**config.mk**
```make
export PLATFORM = sky130hd
export DESIGN_NAME = uart_rx
export DESIGN_NICKNAME = d
export VERILOG_FILES = /design/src/rtl/uart_pkg.sv /design/src/rtl/uart_rx_bit_timer.sv /design/src/rtl/uart_rx.sv
export SDC_FILE = /design/constraint.sdc
export NUM_CORES = 1
export LEC_CHECK = 0
export CAP_MARGIN = 10
export CORE_MARGIN = 3
export CORE_UTILIZATION = 45
export DETAILED_ROUTE_END_ITERATION = 6
export GPL_TIMING_DRIVEN = 0
export PLACE_DENSITY = 0.73
export SKIP_CTS_REPAIR_TIMING = 1
export SYNTH_ARGS = -nofsm -noshare
export SYNTH_HDL_FRONTEND = slang
export SYNTH_HIERARCHICAL = 1
export SYNTH_SLANG_ARGS = --single-unit
```
**constraint.sdc**
```tcl
create_clock -name clk1 -period 1.9 [get_ports clk1]
set_input_delay 0.57 -clock clk1 [delete_from_list [all_inputs] [get_ports clk1]]
set_output_delay 0.57 -clock clk1 [all_outputs]
set_load 0.01 [all_outputs]
```
**src/rtl/uart_pkg.sv**
```systemverilog
// Shared UART definitions: receiver/transmitter FSM state encoding and frame constants.
package uart_pkg;

    localparam int UART_DEFAULT_OVS = 16;
    localparam int UART_DATA_W      = 8;

    typedef enum logic [2:0] {
        IDLE   = 3'd0,
        START  = 3'd1,
        DATA   = 3'd2,
        PARITY = 3'd3,
        STOP   = 3'd4,
        BREAK  = 3'd5
    } uart_state_t;

endpackage

```
**src/rtl/uart_rx_bit_timer.sv**
```systemverilog
// Oversampling tick counter for the UART receiver; flags the bit midpoint and the last tick of a bit.
module uart_rx_bit_timer #(
    parameter int OVS = 16
) (
    input  logic clk1,
    input  logic reset,
    input  logic clear,
    output logic mid,
    output logic last
);

    localparam int            TW     = (OVS > 1) ? $clog2(OVS) : 1;
    localparam logic [TW-1:0] MID_T  = TW'(OVS / 2 - 1);
    localparam logic [TW-1:0] LAST_T = TW'(OVS - 1);

    logic [TW-1:0] r_tick;

    // Explicit wrap keeps non-power-of-two OVS values exact.
    always_ff @(posedge clk1) begin
        if (reset || clear) begin
            r_tick <= '0;
        end else if (r_tick == LAST_T) begin
            r_tick <= '0;
        end else begin
            r_tick <= r_tick + 1'b1;
        end
    end

    assign mid  = (r_tick == MID_T);
    assign last = (r_tick == LAST_T);

endmodule

```
**src/rtl/uart_rx.sv**
```systemverilog
// UART receiver: 8N1 frames sampled at mid-bit, one-cycle valid/frame_err strobes.
// Define UART_RX_PARITY_EN to add an even-parity bit and the parity_err output.
module uart_rx
    import uart_pkg::*;
#(
    parameter int OVS    = UART_DEFAULT_OVS,
    parameter int DATA_W = UART_DATA_W
) (
    input  logic              clk1,
    input  logic              reset,
    input  logic              rx,
    output logic [DATA_W-1:0] data,
    output logic              valid,
    output logic              frame_err,
    output logic              busy
`ifdef UART_RX_PARITY_EN
    ,
    output logic              parity_err
`endif
);

    localparam int            BW       = (DATA_W > 1) ? $clog2(DATA_W) : 1;
    localparam logic [BW-1:0] LAST_BIT = BW'(DATA_W - 1);

    uart_state_t       r_state, w_stateNext;
    logic              r_rxMeta, r_rxSync;
    logic [DATA_W-1:0] r_shift, w_shiftNext;
    logic [BW-1:0]     r_bitCnt, w_bitCntNext;
    logic              w_loadData, w_frameErr, w_clear, w_mid, w_last;
`ifdef UART_RX_PARITY_EN
    logic              r_parityBit, w_parityBitNext, w_parityErr;
`endif

    // Two-flop synchronizer; flops reset high so the idle line is not seen as a start bit.
    always_ff @(posedge clk1) begin
        if (reset) begin
            r_rxMeta <= 1'b1;
            r_rxSync <= 1'b1;
        end else begin
            r_rxMeta <= rx;
            r_rxSync <= r_rxMeta;
        end
    end

    assign w_clear = (w_stateNext != r_state);

    uart_rx_bit_timer #(.OVS(OVS)) u_timer (
        .clk1  (clk1),
        .reset (reset),
        .clear (w_clear),
        .mid   (w_mid),
        .last  (w_last)
    );

    always_comb begin
        w_stateNext  = r_state;
        w_shiftNext  = r_shift;
        w_bitCntNext = r_bitCnt;
        w_loadData   = 1'b0;
        w_frameErr   = 1'b0;
`ifdef UART_RX_PARITY_EN
        w_parityBitNext = r_parityBit;
`endif
        case (r_state)
            IDLE: begin
                if (!r_rxSync) w_stateNext = START;
            end
            START: begin
                if (w_mid) begin
                    w_stateNext  = r_rxSync ? IDLE : DATA;
                    w_bitCntNext = '0;
                end
            end
            DATA: begin
                if (w_last) begin
                    w_shiftNext  = {r_rxSync, r_shift[DATA_W-1:1]};
                    w_bitCntNext = r_bitCnt + 1'b1;
`ifdef UART_RX_PARITY_EN
                    if (r_bitCnt == LAST_BIT) w_stateNext = PARITY;
`else
                    if (r_bitCnt == LAST_BIT) w_stateNext = STOP;
`endif
                end
            end
`ifdef UART_RX_PARITY_EN
            PARITY: begin
                if (w_last) begin
                    w_parityBitNext = r_rxSync;
                    w_stateNext     = STOP;
                end
            end
`endif
            STOP: begin
                if (w_last) begin
                    if (r_rxSync) begin
                        w_loadData  = 1'b1;
                        w_stateNext = IDLE;
                    end else begin
                        w_frameErr  = 1'b1;
                        w_stateNext = BREAK;
                    end
                end
            end
            BREAK: begin
                if (r_rxSync) w_stateNext = IDLE;
            end
            default: w_stateNext = IDLE;
        endcase
    end

`ifdef UART_RX_PARITY_EN
    assign w_parityErr = w_loadData & ((^r_shift) ^ r_parityBit);
`endif

    always_ff @(posedge clk1) begin
        if (reset) begin
            r_state   <= IDLE;
            r_shift   <= '0;
            r_bitCnt  <= '0;
            data      <= '0;
            valid     <= 1'b0;
            frame_err <= 1'b0;
`ifdef UART_RX_PARITY_EN
            r_parityBit <= 1'b0;
            parity_err  <= 1'b0;
`endif
        end else begin
            r_state   <= w_stateNext;
            r_shift   <= w_shiftNext;
            r_bitCnt  <= w_bitCntNext;
            valid     <= w_loadData;
            frame_err <= w_frameErr;
            if (w_loadData) data <= r_shift;
`ifdef UART_RX_PARITY_EN
            r_parityBit <= w_parityBitNext;
            parity_err  <= w_parityErr;
`endif
        end
    end

    assign busy = (r_state != IDLE);

endmodule

```
### After elaboration in Yosys (flattened, before gate mapping)

Index checks and enable logic that the tools add are counted.

| word-level totals | value |
|---|---|
| memory bits (writable) | 0 |
| bits in latches | 0 |
| output and inout bits | 11 |
| logic and storage cells | 47 |
| memories kept | 0 |
| register bits | 30 |
| bits in read-only memories | 0 |

| operators by class | value |
|---|---|
| multipliers | 0 |
| reductions and logical operators | 8 |
| magnitude comparators | 0 |
| bitwise operators | 2 |
| mux-type cells | 16 |
| $add $sub $neg | 2 |
| shifts and indexed selects | 0 |
| eq/ne operators | 10 |
| divide/modulo/power cells | 0 |

Operators with widths:

| operator | number |
|---|---|
| $mux 3 | 9 |
| $pmux 3 s5 | 1 |
| $eq 3x3->1 const B | 3 |
| $pmux 3 s2 | 1 |
| $add 4x1->4 const B | 1 |
| $eq 4x3->1 const B | 1 |
| $eq 4x4->1 const B | 1 |
| $mux 1 | 4 |
| $ne 2x1->1 const B | 2 |
| $add 3x1->3 const B | 1 |
| $eq 3x1->1 const B | 1 |
| $eq 3x2->1 const B | 1 |
| $logic_not 3->1 | 1 |
| $ne 3x3->1 | 1 |
| $reduce_and 3->1 | 1 |
| $reduce_bool 3->1 | 1 |
| $reduce_or 3->1 | 1 |
| $mux 2 | 1 |
| $not 1->1 | 2 |
| $reduce_and 2->1 | 1 |
| $reduce_bool 2->1 | 1 |
| $reduce_or 2->1 | 1 |
| $logic_or 1x1->1 | 1 |

### Depth between registers and ports, before layout

| logic depth | value |
|---|---|
| word-level depth | 7 |
| mapped depth | 7 |

### Hierarchy

Netlist, hierarchy kept.

Modules (own cells, without submodules):

| module | times used | area an instance (um2) | cells each | seq. area each (um2) |
|---|---|---|---|---|
| uart_rx | 1 | 1188.6 | 128 | 520.5 |
| uart_rx_bit_timer | 1 | 180.2 | 17 | 80.1 |

### Worst setup path after synthesis

OpenSTA, ideal clock, no wires.

| timing | value |
|---|---|
| path type | register to register |
| start | reg u_timer.r_tick[0] |
| end | reg u_timer.r_tick[2] |
| path slack | 0.075 ns |
| buffers on the path | 1 |
| arrival time | 1.691 ns |
| stages on the path, launching flop included | 8 |
| cells stage by stage | dfxtp_1 > ha_1 > and3_4 > buf_2 > nor2b_1 > or4_1 > o2111ai_1 > nor3_1 |

| between the ends | value |
|---|---|
| cells in the longest elaborated chain, start to end | 6 |

RTL lines:

| element | RTL line | text |
|---|---|---|
| from (decl) | uart_rx_bit_timer.sv:16 | `logic [TW-1:0] r_tick;` |
| from (signal assigned) | uart_rx_bit_timer.sv:25 | `r_tick <= r_tick + 1'b1;` |
| $eq 4x4->1 * | uart_rx_bit_timer.sv:30 | `assign last = (r_tick == LAST_T);` |
| via w_last | uart_rx.sv:29 | `logic w_loadData, w_frameErr, w_clear, w_mid, w_last;` |
| $mux 3, on equally long branches | uart_rx.sv:94, uart_rx.sv:75 |  |
| $pmux 3 s5 * | uart_rx.sv:64 | `case (r_state)` |
| $ne 3x3->1 * | uart_rx.sv:45 | `assign w_clear = (w_stateNext != r_state);` |
| via w_clear | uart_rx.sv:29 |  |
| $logic_or 1x1->1 * | uart_rx_bit_timer.sv:20 | `if (reset \|\| clear) begin` |
| $reduce_or 2->1 (no source line) * | -- |  |

The timed path passes the listed nets; every way through them passes the cells marked *.
A chain may end at the register's enable or synchronous reset.

### Final worst setup path

| timing | value |
|---|---|
| start | reg r_state[1] |
| end | out busy |

| between the ends | value |
|---|---|
| cells in the longest elaborated chain, start to end | 1 |

RTL lines:

| element | RTL line | text |
|---|---|---|
| from (decl) | uart_rx.sv:25 | `uart_state_t r_state, w_stateNext;` |
| from (signal assigned) | uart_rx.sv:128 | `r_state <= w_stateNext;` |
| $reduce_bool 3->1 | uart_rx.sv:141 | `assign busy = (r_state != IDLE);` |
| to (decl) | uart_rx.sv:15 | `output logic busy` |

No other way between the ends.

==> results.md <==
* Commonest cells in the netlist: 30 x dfxtp_1, 11 x mux2i_1, 11 x nor2_1, 10 x o21ai_0, 9 x a21oi_1
* Worst slew margin at around 62%
* FF+latch count, synth at 30
* Slew @ Worst Pin at around 560 ps
* Synth top area cells: dfxtp_1 44%, mux2i_1 8.0%, o21ai_0 3.7%
* Clk sinks at 30
* Post-synth top flop: dfxtp_1
* Share of cells above drive strength 1 at 22.2%
* Via density at 5.56
* Initial DRC Count at 65
* Syn nets at 151
* Maximum clock rate at 526 MHz
* Yosys top cell area share at a little over two fifths
* Min-delay worst type: flip-flop to flip-flop
* Final Hold Viols at 0
* Tot Pwr at 1.11 mW
* Netlist cell types at 42
* LEAKAGE at 0.578 nW
* R2r setup slk at 100 ps
* Leading cell type by number of instances after synthesis: dfxtp_1
* Die ar. at 3740 sq um
* Total CTS buffers at 5
* Synthesis Warnings at 6
* GR Util All Layers at 16.0%
* Pre-CTS setup slack at -227 ps
* Syn Inst Count at 145
* Pwr dens at 675 nW/um^2
* Worst setup margin at 0.0340 ps
* Grt ovf at 0
* RSZ-0062 raised after global routing: yes
* Clock Tree Buf Depth at 2
* Crit path DAT at 1330 ps
* Vias in the first global route at 1029
* Post-DP HPWL at 1770 microns
* Final GP Congestion at ~0.77
* Yosys top cell by area: dfxtp_1
* Global-route wire length before repair at between 4000 and 5000 microns
* Placed insts at 189
* Worst path cell trace: buf_6 > or3_1 > buf_2
* Clock latency on the worst-skew pair at ~330 ps
* Worst-path fanout max at 10
* Post-synth EDFFs at 0
* Initial DRT Pass Iterations at 4
* Die W at around 60 microns
* Total wire length at 2580 microns
* Post-route insts no fill at 198
* Antenna Cells at 0
* Share of flip-flops with an asynchronous set or reset at 0%
* Worst vdd ir at 0.378 mV
* Core Rows at 19
* Antenna-violating nets left at 0
* Fin nets at 172
* Initial antenna violation count at 0
* Root buf cell: clkbuf_4
* Total Neg Setup Slack at 0 ps
* Run status: finished clean
* Max-cap violations at 0
* CTS tree: done
* Max stage delay on crit path at 380 ps
* Number of top-level pins at 14
* Final setup violation count at 0
* Post-synthesis sequential area ratio at 43.9%
* Pin count of the biggest net entering global routing at 11
* Via Count at 1101
* Port Buffers at 13
* CP required at 1330 ps
* Worst setup SP type: flip-flop
* Worst-path clk slew at 100 ps
* CP endpoint kind: output port
* Clock Skews at 6.05 ps
* Slowest library cell on the worst path: dfxtp_4
* Starting Density at 48.4%
* Area Overhead vs Synth at 20.1%
* Number of H-tree levels at 2
* DRC at 0
* CP Class: flip-flop to output port
* Routed len/inst at 13.0 microns
* Final Core Density at between 50 and 60%
* Core area at approximately 2800 sq um
* Synthesized area at 1370 sq um
* Period utilisation layout at between 90 and 100%
* Fin crit period at 1900 ps
* Avg Cell Area, Syn at 9.44 sq um
* Pins Over Slew Limit at 0
* Die H at 61.2 microns
[final cells by class]
class	instances	area, sq um
fill	261	1180
inverter	2	7.51
sequential	30	609
clock inverter	2	12.5
clock buffer	6	51.3
timing repair buffer	15	140
buffer	11	76.3
multi-input combinational	101	708
tap	31	38.8
[where the power goes]
part           leakage, nW  internal (mW)  switching [mW]  total [mW]
combinational        0.299         0.0277          0.0286      0.0563
sequential           0.245          0.637          0.0103       0.647
clock               0.0343          0.178           0.229       0.406
total                0.578          0.842           0.267        1.11
[sequential cells by signal (all words and copies together) (netlist names)]
register and cells:
r_shift 8, r_bitCnt 3, r_rxSync 1, valid 1, frame_err 1, r_state 3, r_rxMeta 1, data 8
u_timer/r_tick 4
[worst max-delay path: cells and delay by family (launching register included)]
| family | cells | cell delay [ps] |
|---|---|---|
| AND/OR/NAND/NOR | 1 | 330 |
| buffers and inverters | 2 | 280 |
| flip-flops | 1 | 380 |
[per-layer routing]
layer / up-vias / share of wire, % / track usage (%)
li1: 560 / - / -
met1: 518 / 47 / 18.6
met2: 16 / 47 / 25.5
met3: 7 / 3.5 / 4.61
met4: 0 / 2.5 / 10.2
met5: - / 0 / 0
[kinds of logic (layout without fill, tap and decap cells)]
group	Yosys count	count (layout)	share of synthesized area (%)
flops	30	30	43.9
compound gates	30	30	13.5
simple gates	56	56	25.1
xor+xnor	1	1	0.640
fa+ha+maj	3	3	2.74
buf+inv	14	36	6.03
mux	11	11	8.04
[placed cells by master (no fill, tap or decap), types with 2 or more instances in the layout]
cell type        count
a211oi_1             2
a21oi_1              9
a21oi_2              2
and3b_1              2
buf_2                3
buf_4                3
buf_6                3
clkbuf_1             2
clkbuf_2             2
clkbuf_4             6
clkdlybuf4s50_1     12
dfxtp_1             25
dfxtp_2              4
ha_1                 2
inv_1                2
mux2i_1             11
nand2_1              4
nand2b_1             7
nand3_1              8
nand3b_1             2
nor2_1              11
nor2b_1              3
nor3_1               3
nor4_1               2
o21ai_0              9
o21ai_1              2
or2_2                2
[stage by stage]
stage               hold slack [ps]  cell area [sq um]
floorplan                       389               1370
global placement                392               1540
detailed placement              394               1540
CTS                             415               1600
global route                    426               1640
finish                          413               1640
[final timing paths]
path | endpoint | cells after the start | from
worst max-delay path | busy | 3 | r_state[1]$_SDFF_PP0_
worst min-delay path | r_rxSync$_SDFF_PP1_ | 1 | r_rxMeta$_SDFF_PP1_
worst max register to register | u_timer/r_tick[2]$_SDFF_PP0_ | 7 | u_timer/r_tick[0]$_SDFF_PP0_
worst min register to register | r_rxSync$_SDFF_PP1_ | 1 | r_rxMeta$_SDFF_PP1_
Power figures use the tool's default switching activity.
